`src/rtl/uart_alarm_rx_pkg.sv`:
```
// ---------------------------------------------------------------------------
// uart_alarm_rx_pkg
// Shared definitions for the UART alarm-set front end:
//   - ASCII character constants used by the frame parser
//   - range limits for hour / minute / second
//   - parser and byte-receiver state encodings
//   - small helpers for digit classification and two-digit conversion
// ---------------------------------------------------------------------------
package uart_alarm_rx_pkg;

  localparam logic [7:0] CH_A  = 8'h41;
  localparam logic [7:0] CH_X  = 8'h58;
  localparam logic [7:0] CH_CR = 8'h0D;
  localparam logic [7:0] CH_0  = 8'h30;
  localparam logic [7:0] CH_9  = 8'h39;

  localparam logic [6:0] MAX_HOUR = 7'd23;
  localparam logic [6:0] MAX_MIN  = 7'd59;
  localparam logic [6:0] MAX_SEC  = 7'd59;

  // Parser states. PS_CANCEL holds the frame after an 'X' while waiting
  // for the CR that confirms the cancel.
  typedef enum logic [3:0] {
    PS_IDLE,
    PS_H1,
    PS_H0,
    PS_M1,
    PS_M0,
    PS_S1,
    PS_S0,
    PS_TERM,
    PS_CANCEL
  } parse_state_t;

  // Byte receiver states. RX_PARITY is only visited in the 8E1 build.
  typedef enum logic [2:0] {
    RX_IDLE,
    RX_START,
    RX_DATA,
    RX_PARITY,
    RX_STOP
  } rx_state_t;

  function automatic logic is_digit(input logic [7:0] c);
    return (c >= CH_0) && (c <= CH_9);
  endfunction

  // Digits are stored as their low nibble (0x30..0x39 -> 0..9); the largest
  // result, 99, fits in 7 bits.
  function automatic logic [6:0] two_digit(input logic [3:0] tens,
                                           input logic [3:0] ones);
    return (7'(tens) * 7'd10) + 7'(ones);
  endfunction

endpackage

```
`src/rtl/uart_byte_rx.sv`:
```
// ---------------------------------------------------------------------------
// uart_byte_rx
// 16x oversampled UART byte receiver, LSB first.
//   Format: 8N1 by default; 8E1 when the macro UART_PARITY_EN is defined.
// Ports:
//   clk         system clock, rising edge
//   reset       asynchronous active-high reset
//   rx          serial line, asynchronous to clk, idles high
//   byte_valid  one-cycle pulse, byte_data holds a good byte
//   byte_data   last good byte
//   byte_err    one-cycle pulse on framing (stop = 0) or parity error
// A start that reads high again at sample 8 is a glitch and is dropped
// without any pulse. The divisor round(CLK_FREQ/(BAUD*16)) must be >= 2.
// ---------------------------------------------------------------------------
module uart_byte_rx
  import uart_alarm_rx_pkg::*;
#(
  parameter int CLK_FREQ = 50_000_000,
  parameter int BAUD     = 9600
) (
  input  logic       clk,
  input  logic       reset,
  input  logic       rx,
  output logic       byte_valid,
  output logic [7:0] byte_data,
  output logic       byte_err
);

  localparam int DIV   = (CLK_FREQ + BAUD * 8) / (BAUD * 16);
  localparam int DIV_W = (DIV > 1) ? $clog2(DIV) : 1;

  logic             rx_meta;
  logic             rx_s;
  logic             rx_prev;
  logic [DIV_W-1:0] div_cnt;
  logic [3:0]       samp_cnt;
  logic [2:0]       bit_cnt;
  logic [7:0]       shift;
  rx_state_t        state;
  rx_state_t        state_next;

  logic tick;
  logic fall;
  logic start_chk;
  logic mid_bit;

`ifdef UART_PARITY_EN
  logic par_err;
`endif

  // The divider only runs while a character is in progress so that the
  // sample phase is anchored to the detected falling edge.
  assign tick      = (state != RX_IDLE) && (div_cnt == DIV_W'(DIV - 1));
  assign fall      = rx_prev & ~rx_s;
  assign start_chk = tick && (samp_cnt == 4'd7);
  // After the start re-check the sample counter is zeroed, so each later
  // 16th tick lands in the middle of the next bit.
  assign mid_bit   = tick && (samp_cnt == 4'd15);

  always_comb begin
    state_next = state;
    case (state)
      RX_IDLE:   if (fall) state_next = RX_START;
      RX_START:  if (start_chk) state_next = rx_s ? RX_IDLE : RX_DATA;
      RX_DATA: begin
        if (mid_bit && (bit_cnt == 3'd7)) begin
`ifdef UART_PARITY_EN
          state_next = RX_PARITY;
`else
          state_next = RX_STOP;
`endif
        end
      end
      RX_PARITY: if (mid_bit) state_next = RX_STOP;
      RX_STOP:   if (mid_bit) state_next = RX_IDLE;
      default:   state_next = RX_IDLE;
    endcase
  end

  always_ff @(posedge clk or posedge reset) begin
    if (reset) begin
      rx_meta    <= 1'b1;
      rx_s       <= 1'b1;
      rx_prev    <= 1'b1;
      state      <= RX_IDLE;
      div_cnt    <= '0;
      samp_cnt   <= '0;
      bit_cnt    <= '0;
      shift      <= '0;
      byte_valid <= 1'b0;
      byte_data  <= '0;
      byte_err   <= 1'b0;
`ifdef UART_PARITY_EN
      par_err    <= 1'b0;
`endif
    end else begin
      rx_meta    <= rx;
      rx_s       <= rx_meta;
      rx_prev    <= rx_s;
      state      <= state_next;
      byte_valid <= 1'b0;
      byte_err   <= 1'b0;

      if (state == RX_IDLE) begin
        div_cnt  <= '0;
        samp_cnt <= '0;
        bit_cnt  <= '0;
`ifdef UART_PARITY_EN
        par_err  <= 1'b0;
`endif
      end else if (tick) begin
        div_cnt  <= '0;
        samp_cnt <= ((state == RX_START) && (samp_cnt == 4'd7)) ? 4'd0 : samp_cnt + 4'd1;
      end else begin
        div_cnt  <= div_cnt + DIV_W'(1);
      end

      if ((state == RX_DATA) && mid_bit) begin
        shift   <= {rx_s, shift[7:1]};
        bit_cnt <= bit_cnt + 3'd1;
      end

`ifdef UART_PARITY_EN
      // Even parity: data bits plus parity bit must hold an even count of ones.
      if ((state == RX_PARITY) && mid_bit) par_err <= rx_s ^ (^shift);
`endif

      if ((state == RX_STOP) && mid_bit) begin
`ifdef UART_PARITY_EN
        if (rx_s && !par_err) begin
`else
        if (rx_s) begin
`endif
          byte_valid <= 1'b1;
          byte_data  <= shift;
        end else begin
          byte_err   <= 1'b1;
        end
      end
    end
  end

endmodule

```
`src/rtl/uart_alarm_rx.sv`:
```
// ---------------------------------------------------------------------------
// uart_alarm_rx
// Serial front end for the alarm block. Parses "AHHMMSS<CR>" alarm-set
// frames and "X<CR>" cancel frames received on rx.
// Ports:
//   clk          system clock, rising edge
//   reset        asynchronous active-high reset
//   rx           UART line (idles high)
//   Less_uart    seconds 0..59
//   Middle_uart  minutes 0..59
//   Big_uart     hours 0..23
//   uart_sign    7'd1 while a valid alarm time is held, else 7'd0
//   frame_err    one-cycle pulse when a frame is rejected
// Optional feature: define UART_PARITY_EN for 8E1 reception (default 8N1).
// 'A' in any non-idle state restarts the frame without an error. Receive
// errors are only reported while a frame is in progress.
// ---------------------------------------------------------------------------
module uart_alarm_rx
  import uart_alarm_rx_pkg::*;
#(
  parameter int CLK_FREQ = 50_000_000,
  parameter int BAUD     = 9600
) (
  input  logic       clk,
  input  logic       reset,
  input  logic       rx,
  output logic [6:0] Less_uart,
  output logic [6:0] Middle_uart,
  output logic [6:0] Big_uart,
  output logic [6:0] uart_sign,
  output logic       frame_err
);

  logic         byte_valid;
  logic [7:0]   byte_data;
  logic         byte_err;

  parse_state_t state;
  parse_state_t state_next;
  logic [3:0]   h1, h0, m1, m0, s1, s0;
  logic [6:0]   hour_val, min_val, sec_val;
  logic         range_ok;
  logic         commit;
  logic         cancel;
  logic         err;

  uart_byte_rx #(
    .CLK_FREQ (CLK_FREQ),
    .BAUD     (BAUD)
  ) u_rx (
    .clk        (clk),
    .reset      (reset),
    .rx         (rx),
    .byte_valid (byte_valid),
    .byte_data  (byte_data),
    .byte_err   (byte_err)
  );

  assign hour_val = two_digit(h1, h0);
  assign min_val  = two_digit(m1, m0);
  assign sec_val  = two_digit(s1, s0);
  assign range_ok = (hour_val <= MAX_HOUR) && (min_val <= MAX_MIN) && (sec_val <= MAX_SEC);

  always_comb begin
    state_next = state;
    commit     = 1'b0;
    cancel     = 1'b0;
    err        = 1'b0;
    if (byte_err) begin
      if (state != PS_IDLE) begin
        err        = 1'b1;
        state_next = PS_IDLE;
      end
    end else if (byte_valid) begin
      if ((state != PS_IDLE) && (byte_data == CH_A)) begin
        state_next = PS_H1;
      end else begin
        case (state)
          PS_IDLE: begin
            if (byte_data == CH_A)      state_next = PS_H1;
            else if (byte_data == CH_X) state_next = PS_CANCEL;
          end
          PS_H1, PS_H0, PS_M1, PS_M0, PS_S1, PS_S0: begin
            if (is_digit(byte_data)) begin
              case (state)
                PS_H1:   state_next = PS_H0;
                PS_H0:   state_next = PS_M1;
                PS_M1:   state_next = PS_M0;
                PS_M0:   state_next = PS_S1;
                PS_S1:   state_next = PS_S0;
                default: state_next = PS_TERM;
              endcase
            end else begin
              err        = 1'b1;
              state_next = PS_IDLE;
            end
          end
          PS_TERM: begin
            state_next = PS_IDLE;
            if ((byte_data == CH_CR) && range_ok) commit = 1'b1;
            else                                  err    = 1'b1;
          end
          PS_CANCEL: begin
            state_next = PS_IDLE;
            if (byte_data == CH_CR) cancel = 1'b1;
            else                    err    = 1'b1;
          end
          default: state_next = PS_IDLE;
        endcase
      end
    end
  end

  always_ff @(posedge clk or posedge reset) begin
    if (reset) begin
      state       <= PS_IDLE;
      h1          <= '0;
      h0          <= '0;
      m1          <= '0;
      m0          <= '0;
      s1          <= '0;
      s0          <= '0;
      Less_uart   <= '0;
      Middle_uart <= '0;
      Big_uart    <= '0;
      uart_sign   <= '0;
      frame_err   <= 1'b0;
    end else begin
      state     <= state_next;
      frame_err <= err;
      // Digit capture only matters in the matching state; the state check
      // in the parser decides whether the frame survives.
      if (byte_valid && is_digit(byte_data)) begin
        case (state)
          PS_H1:   h1 <= byte_data[3:0];
          PS_H0:   h0 <= byte_data[3:0];
          PS_M1:   m1 <= byte_data[3:0];
          PS_M0:   m0 <= byte_data[3:0];
          PS_S1:   s1 <= byte_data[3:0];
          PS_S0:   s0 <= byte_data[3:0];
          default: ;
        endcase
      end
      // Time and sign update on the same edge so they never disagree.
      if (commit) begin
        Big_uart    <= hour_val;
        Middle_uart <= min_val;
        Less_uart   <= sec_val;
        uart_sign   <= 7'd1;
      end else if (cancel) begin
        uart_sign   <= 7'd0;
      end
    end
  end

endmodule

```
`config.mk`:
```
export PLATFORM = sky130hd
export DESIGN_NAME = uart_alarm_rx
export DESIGN_NICKNAME = d
export VERILOG_FILES = /design/src/rtl/uart_alarm_rx_pkg.sv /design/src/rtl/uart_byte_rx.sv /design/src/rtl/uart_alarm_rx.sv
export SDC_FILE = /design/constraint.sdc
export NUM_CORES = 1
export LEC_CHECK = 0
export ABC_CLOCK_PERIOD_IN_PS = 3790
export CAP_MARGIN = 10
export CELL_PAD_IN_SITES_DETAIL_PLACEMENT = 1
export CELL_PAD_IN_SITES_GLOBAL_PLACEMENT = 1
export CORE_MARGIN = 5
export CORE_UTILIZATION = 48
export DETAILED_ROUTE_END_ITERATION = 8
export GPL_ROUTABILITY_DRIVEN = 0
export GPL_TIMING_DRIVEN = 0
export PLACE_DENSITY = 0.78
export REMOVE_ABC_BUFFERS = 1
export SLEW_MARGIN = 10
export SYNTH_ARGS = -nofsm -noshare
export SYNTH_HDL_FRONTEND = slang
export SYNTH_HIERARCHICAL = 1
export SYNTH_SLANG_ARGS = --single-unit
export TNS_END_PERCENT = 20
```
`constraint.sdc`:
```
create_clock -name clk -period 3.79 [get_ports clk]
set_input_delay 0.758 -clock clk [delete_from_list [all_inputs] [get_ports clk]]
set_output_delay 0.758 -clock clk [all_outputs]
set_load 0.02 [all_outputs]
```
# After elaboration in Yosys (flattened, before gate mapping)

Index checks and enable logic that the tools add are counted.

Add/subtract/negate cells: 6
$mul: 3
$lt $le $gt $ge: 5
Eq/ne operators: 26
Muxes and demuxes: 47
Bitwise operators: 2
Reduce and logical (&&, ||, !) cells: 31

Operators by type and width:

| operator              | count |
|---|---|
| $mux W4               | 10 |
| $pmux W3 S5           | 2 |
| $add A7 B4 Y7         | 3 |
| $mux W1               | 21 |
| $mux W3               | 7 |
| $eq A4 B3 Y1 const B  | 5 |
| $mul A4 B3 Y6 const B | 3 |
| $mux W9               | 2 |
| $eq A8 B7 Y1 const B  | 2 |
| $le A7 B6 Y1 const B  | 2 |
| $mux W7               | 2 |
| $reduce_and A2 Y1     | 7 |
| $logic_and A1 B1 Y1   | 13 |
| $ne A2 B1 Y1 const B  | 5 |
| $add A9 B1 Y9 const B | 1 |
| $eq A9 B9 Y1 const B  | 1 |
| $eq A4 B2 Y1 const B  | 2 |
| $eq A4 B4 Y1 const B  | 2 |
| $eq A8 B4 Y1 const B  | 1 |
| $ge A8 B6 Y1 const B  | 1 |
| $le A8 B6 Y1 const B  | 1 |
| $pmux W4 S2           | 1 |
| $reduce_bool A2 Y1    | 4 |
| $le A7 B5 Y1 const B  | 1 |
| other kinds (19)      | 21 |

Register bits: 97
Input port bits: 3
Output and inout bits: 29
Logic and storage cells: 143

# Longest topological paths before layout

Depth after elaboration: 12
Gate-level depth with buffers: 11
Mapped depth without buffers: 10

# Cells and area by module

Netlist, hierarchy kept.

Modules (own cells, without submodules):

| module        | instances | cells each | area an instance (um^2) | sequential area each (um^2) |
|---|---|---|---|---|
| uart_alarm_rx | 1         | 248        | 2,991.6                 | 1,276.2 |
| uart_byte_rx  | 1         | 139        | 1,726.7                 | 1,004.7 |

# Worst setup path before layout

OpenSTA, ideal clock, no wires.

Path kind: reg-to-reg
From: register s1[1]
To: register Big_uart[0]
Library setup time: 0.125 ns
Arrival: 2.741 ns
Required time: 3.665 ns
Slack: 0.924 ns
Stages on the path, launching flop included: 11
Path buffers: 1
Cells stage by stage: dfrtp_1 -> ha_1 -> ha_1 -> fa_1 -> o211a_1 -> o21ai_1 -> xnor2_1 -> nor3b_1 -> nand4_4 -> buf_12 -> mux2_4

Cells in the longest elaborated chain, start to end: 10

RTL lines:

| element                | RTL line                | text |
|---|---|---|
| from (decl)            | uart_alarm_rx.sv:40     | `logic [3:0] h1, h0, m1, m0, s1, s0;` |
| from (signal assigned) | uart_alarm_rx.sv:139    | `PS_S1: s1 <= byte_data[3:0];` |
| $mul A4 B3 Y6          | uart_alarm_rx_pkg.sv:52 | `return (7'(tens) * 7'd10) + 7'(ones);` |
| $add A7 B4 Y7          | uart_alarm_rx_pkg.sv:52 |  |
| $le A7 B6 Y1           | uart_alarm_rx.sv:62     | `assign range_ok = (hour_val <= MAX_HOUR) && (min_val <= MAX_MIN) && (sec_val <= MAX_SEC);` |
| $logic_and A1 B1 Y1    | uart_alarm_rx.sv:62     |  |
| $logic_and A1 B1 Y1    | uart_alarm_rx.sv:100    | `if ((byte_data == CH_CR) && range_ok) commit = 1'b1;` |
| $mux W1                | uart_alarm_rx.sv:100    |  |
| $mux W1                | uart_alarm_rx.sv:78     | `case (state)` |
| $mux W1                | uart_alarm_rx.sv:75     | `if ((state != PS_IDLE) && (byte_data == CH_A)) begin` |
| $mux W1                | uart_alarm_rx.sv:74     | `end else if (byte_valid) begin` |
| $mux W1                | uart_alarm_rx.sv:69     | `if (byte_err) begin` |
| to (signal assigned)   | uart_alarm_rx.sv:146    | `Big_uart <= hour_val;` |
| to (decl)              | uart_alarm_rx.sv:29     | `output logic [6:0] Big_uart,` |

Every way passes these cells.
A chain may end at the register's enable or synchronous reset.

# Worst setup path after layout

From: register m1[1]
To: register Middle_uart[0]

Cells in the longest elaborated chain, start to end: 11

RTL lines:

| element                          | RTL line                | text |
|---|---|---|
| from (decl)                      | uart_alarm_rx.sv:40     |  |
| from (signal assigned)           | uart_alarm_rx.sv:137    | `PS_M1: m1 <= byte_data[3:0];` |
| $mul A4 B3 Y6                    | uart_alarm_rx_pkg.sv:52 |  |
| $add A7 B4 Y7                    | uart_alarm_rx_pkg.sv:52 |  |
| $le A7 B6 Y1                     | uart_alarm_rx.sv:62     |  |
| $logic_and A1 B1 Y1 (2 in a row) | uart_alarm_rx.sv:62     |  |
| $logic_and A1 B1 Y1              | uart_alarm_rx.sv:100    |  |
| $mux W1                          | uart_alarm_rx.sv:100    |  |
| $mux W1                          | uart_alarm_rx.sv:78     |  |
| $mux W1                          | uart_alarm_rx.sv:75     |  |
| $mux W1                          | uart_alarm_rx.sv:74     |  |
| $mux W1                          | uart_alarm_rx.sv:69     |  |
| to (signal assigned)             | uart_alarm_rx.sv:147    | `Middle_uart <= min_val;` |
| to (decl)                        | uart_alarm_rx.sv:28     | `output logic [6:0] Middle_uart,` |

Every way passes these cells.

==> run_results.csv <==
group,metric,value,unit
place,dpl.hpwl,6490,um
critical_path,crit_path_max_incr_delay,480,ps
finish,area_growth,12.0,%
synth,postSynthCellCount,387,
critical_path,arrival,3570,ps
die,initial_utilization,48.7,%
place,pre_cts_slack,440,ps
power,total_power,1.97,mW
grt,overflow,0,
clock_network,insertion_delay,370,ps
timing,relSlewSlack,45.2,%
clock_network,hold_buffers,0,
route,ant_nets,0,
critical_path,reg2reg_from,"m1[1]$_DFFE_PP0P_",
synth,synthTopCellsByCount,"dfrtp_1, mux2_2, ha_1",
power,ir_worst_vdd,0.293,mV
critical_path,critPathCaptureType,"flip-flop",
clock_network,clkSinkCount,91,
grt,grt_max_degree,41,
timing,hold_viol_final,0,
power,power.density,373,nW/um2
critical_path,cp_common_cell,"ha_1",
synth,yosysSeqAreaShare,48.3,%
clock_network,cts_setup_buffers,0,
timing,setup_slack,466,ps
clock_network,cts_tree,"yes",
synth,ys_async_sr_fraction,100,%
finish,diodes,0,
grt,grt_pass1_wl,15400,um
job,cap_violations,0,
timing,fin_skew,9.61,ps
route,drt_iter0_markers,58,
route,route.detailed.drc,0,
critical_path,worstSetupPathType,"reg2reg",
clock_network,clk_pin_slew_worst_paths,90,ps
die,die_w,109,um
place,dp_cells,535,
clock_network,cts_root_buf,"clkbuf_8",
route,wl,8790,um
grt,grt_pass1_vias,3199,
critical_path,start_kind,"flip-flop",
outcome,outcome,"completed",
die,rows,36,
finish,nNetsFinal,446,
clock_network,cts_buffer_depth,2,
synth,synth_edf_count,0,
synth,synth_top_area_share,46.7,%
synth,post-synth-top-area-cell,"dfrtp_1",
timing,whs,371,ps
die,die_height,109,um
timing,slew_viol_final,0,
synth,yosys_warnings,6,
synth,ys_top_cells_by_area,"dfrtp_1, ha_1, mux2_2, mux2_1, mux2_4",
die,dieArea,11900,um2
grt,gr-usage-all-layers,16.6,%
critical_path,crit_required,4040,ps
power,p_leak,2.63,nW
route,dr_total_vias,2938,
grt,antenna_found_initial,0,
clock_network,cts_buffers,9,
synth,ys.flop_type,"dfrtp_1",
timing,timing.fmax,301,MHz
critical_path,critPathLaunch,"m1[1]$_DFFE_PP0P_",
route,wl_per_cell,15.9,um
synth,synth_cell_types,63,
hold_path,hold_class,"reg2reg",
synth,ys_seq_elements,91,
timing,tns,0,ps
synth,syn-cell-area,4720,um2
finish,final_cells,551,
die,core_area,9680,um2
timing,setup_viol,0,
route,dr.pass1.iters,4,
critical_path,crit_slowest_cell,"mux2_1",
timing,final.min_clock_period,3320,ps
clock_network,cts_max_level,3,
synth,yosysMostFrequentCell,"dfrtp_1",
place,place_area,5060,um2
critical_path,critical-path-top-delay-family,"adder cells",
route,drt-vias-per-instance,5.33,
clock_network,cts_resized,0,
hold_path,hp-start,"u_rx/rx_meta$_DFF_PP1_",
finish,fin_area,5280,um2
synth,syn_area_per_cell,12.2,um2
critical_path,crit_buf_inv,1,
finish,drive_above_1_share,16.7,%
finish,fin_util,54.5,%
critical_path,worstPathCellList,"ha_1 > ha_1 > inv_1 > fa_1 > nand2b_1 > a21oi_1 > xnor2_1 > a311oi_2 > nand4_4 > mux2_1",
timing,finalCritPeriodShare,87.7,%
timing,worst_pin_slew,821,ps
critical_path,cp_max_fo,22,
place,port_buffers,25,
timing,rsz0062_at_grt,"false",
die,io_pins,32,
[placed cells by master, fill, tap and decap left out, types with 7 or more instances in the layout]
master	instances
dfrtp_1	88
mux2_2	25
clkdlybuf4s50_1	25
ha_1	24
nor2_1	23
mux2_1	20
nand2_1	15
inv_1	15
xor2_1	14
nand3_1	13
a21oi_1	11
clkbuf_8	11
mux2_4	10
o21ai_0	9
xnor2_1	8
mux2i_1	7
[worst paths after layout]
path                                            endpoint  slack (ps)  depth (start not counted)
max                           Middle_uart[0]$_DFFE_PP0P_         470                         10
min reg2reg                          u_rx/rx_s$_DFF_PP1_         370                          0
max reg2reg                   Middle_uart[0]$_DFFE_PP0P_         470                         10
min in group asynchronous           state[1]$_DFFE_PP0P_         760                          2
max in group asynchronous  u_rx/byte_data[0]$_DFFE_PP0P_        2350                          2
min                                  u_rx/rx_s$_DFF_PP1_         370                          0
[kinds of logic after synthesis]
logic type | share of synthesized area [%]
adder cells (fa/ha/maj) | 8.91
other | 0.0795
AND/OR/NAND/NOR | 13.8
AO/OA/AOI/OAI | 5.52
buffers and inverters | 3.84
multiplexers | 15.4
XOR/XNOR | 4.08
flip-flops | 48.3
[worst register-to-register path: cells and delay by family (launching register included)]
family,cells,cell delay (ps)
buffers and inverters,1,70
and+or+nand+nor,2,620
DFF,1,450
AOI/OAI and AO/OA,2,480
xor gates and xnor gates,1,140
adders and majority gates,3,960
muxes,1,490
[area by class of cell]
cell class / count / area [um2]
Fill cell: 1009 / 4400
Sequential cell: 91 / 2280
Multi-Input combinational cell: 268 / 2270
Timing Repair Buffer: 26 / 270
Tap cell: 133 / 166
Clock buffer: 11 / 151
Clock inverter: 5 / 75.1
Inverter: 17 / 63.8
[power by group]
| part | switching (mW) | internal (mW) |
|---|---|---|
| Combinational | 0.108 | 0.0679 |
| Clock | 0.342 | 0.404 |
| Sequential | 0.0462 | 1.00 |
| Total | 0.496 | 1.47 |
[registers in the layout, summed over array words and instances (netlist names)]
name / flops
u_rx/byte_valid: 1
m0: 4
state: 4
Less_uart: 7
s1: 4
uart_sign: 1
h1: 4
h0: 4
u_rx/rx_prev: 1
u_rx/samp_cnt: 4
s0: 4
Middle_uart: 7
u_rx/shift: 8
u_rx/rx_meta: 1
Big_uart: 7
u_rx/bit_cnt: 3
u_rx/byte_data: 8
u_rx/state: 3
m1: 4
frame_err: 1
u_rx/rx_s: 1
u_rx/div_cnt: 9
u_rx/byte_err: 1
[metal layers]
| metal | GRT usage, % | wire, um | part of all wire (%) |
|---|---|---|---|
| met5 | 0 | 0 | 0 |
| met2 | 29.6 | 4660 | 53 |
| met4 | 6.22 | 102 | 1.2 |
| met1 | 19.5 | 3730 | 42 |
| met3 | 3.43 | 297 | 3.4 |
No activity file was read; power rests on OpenSTA's default activity.
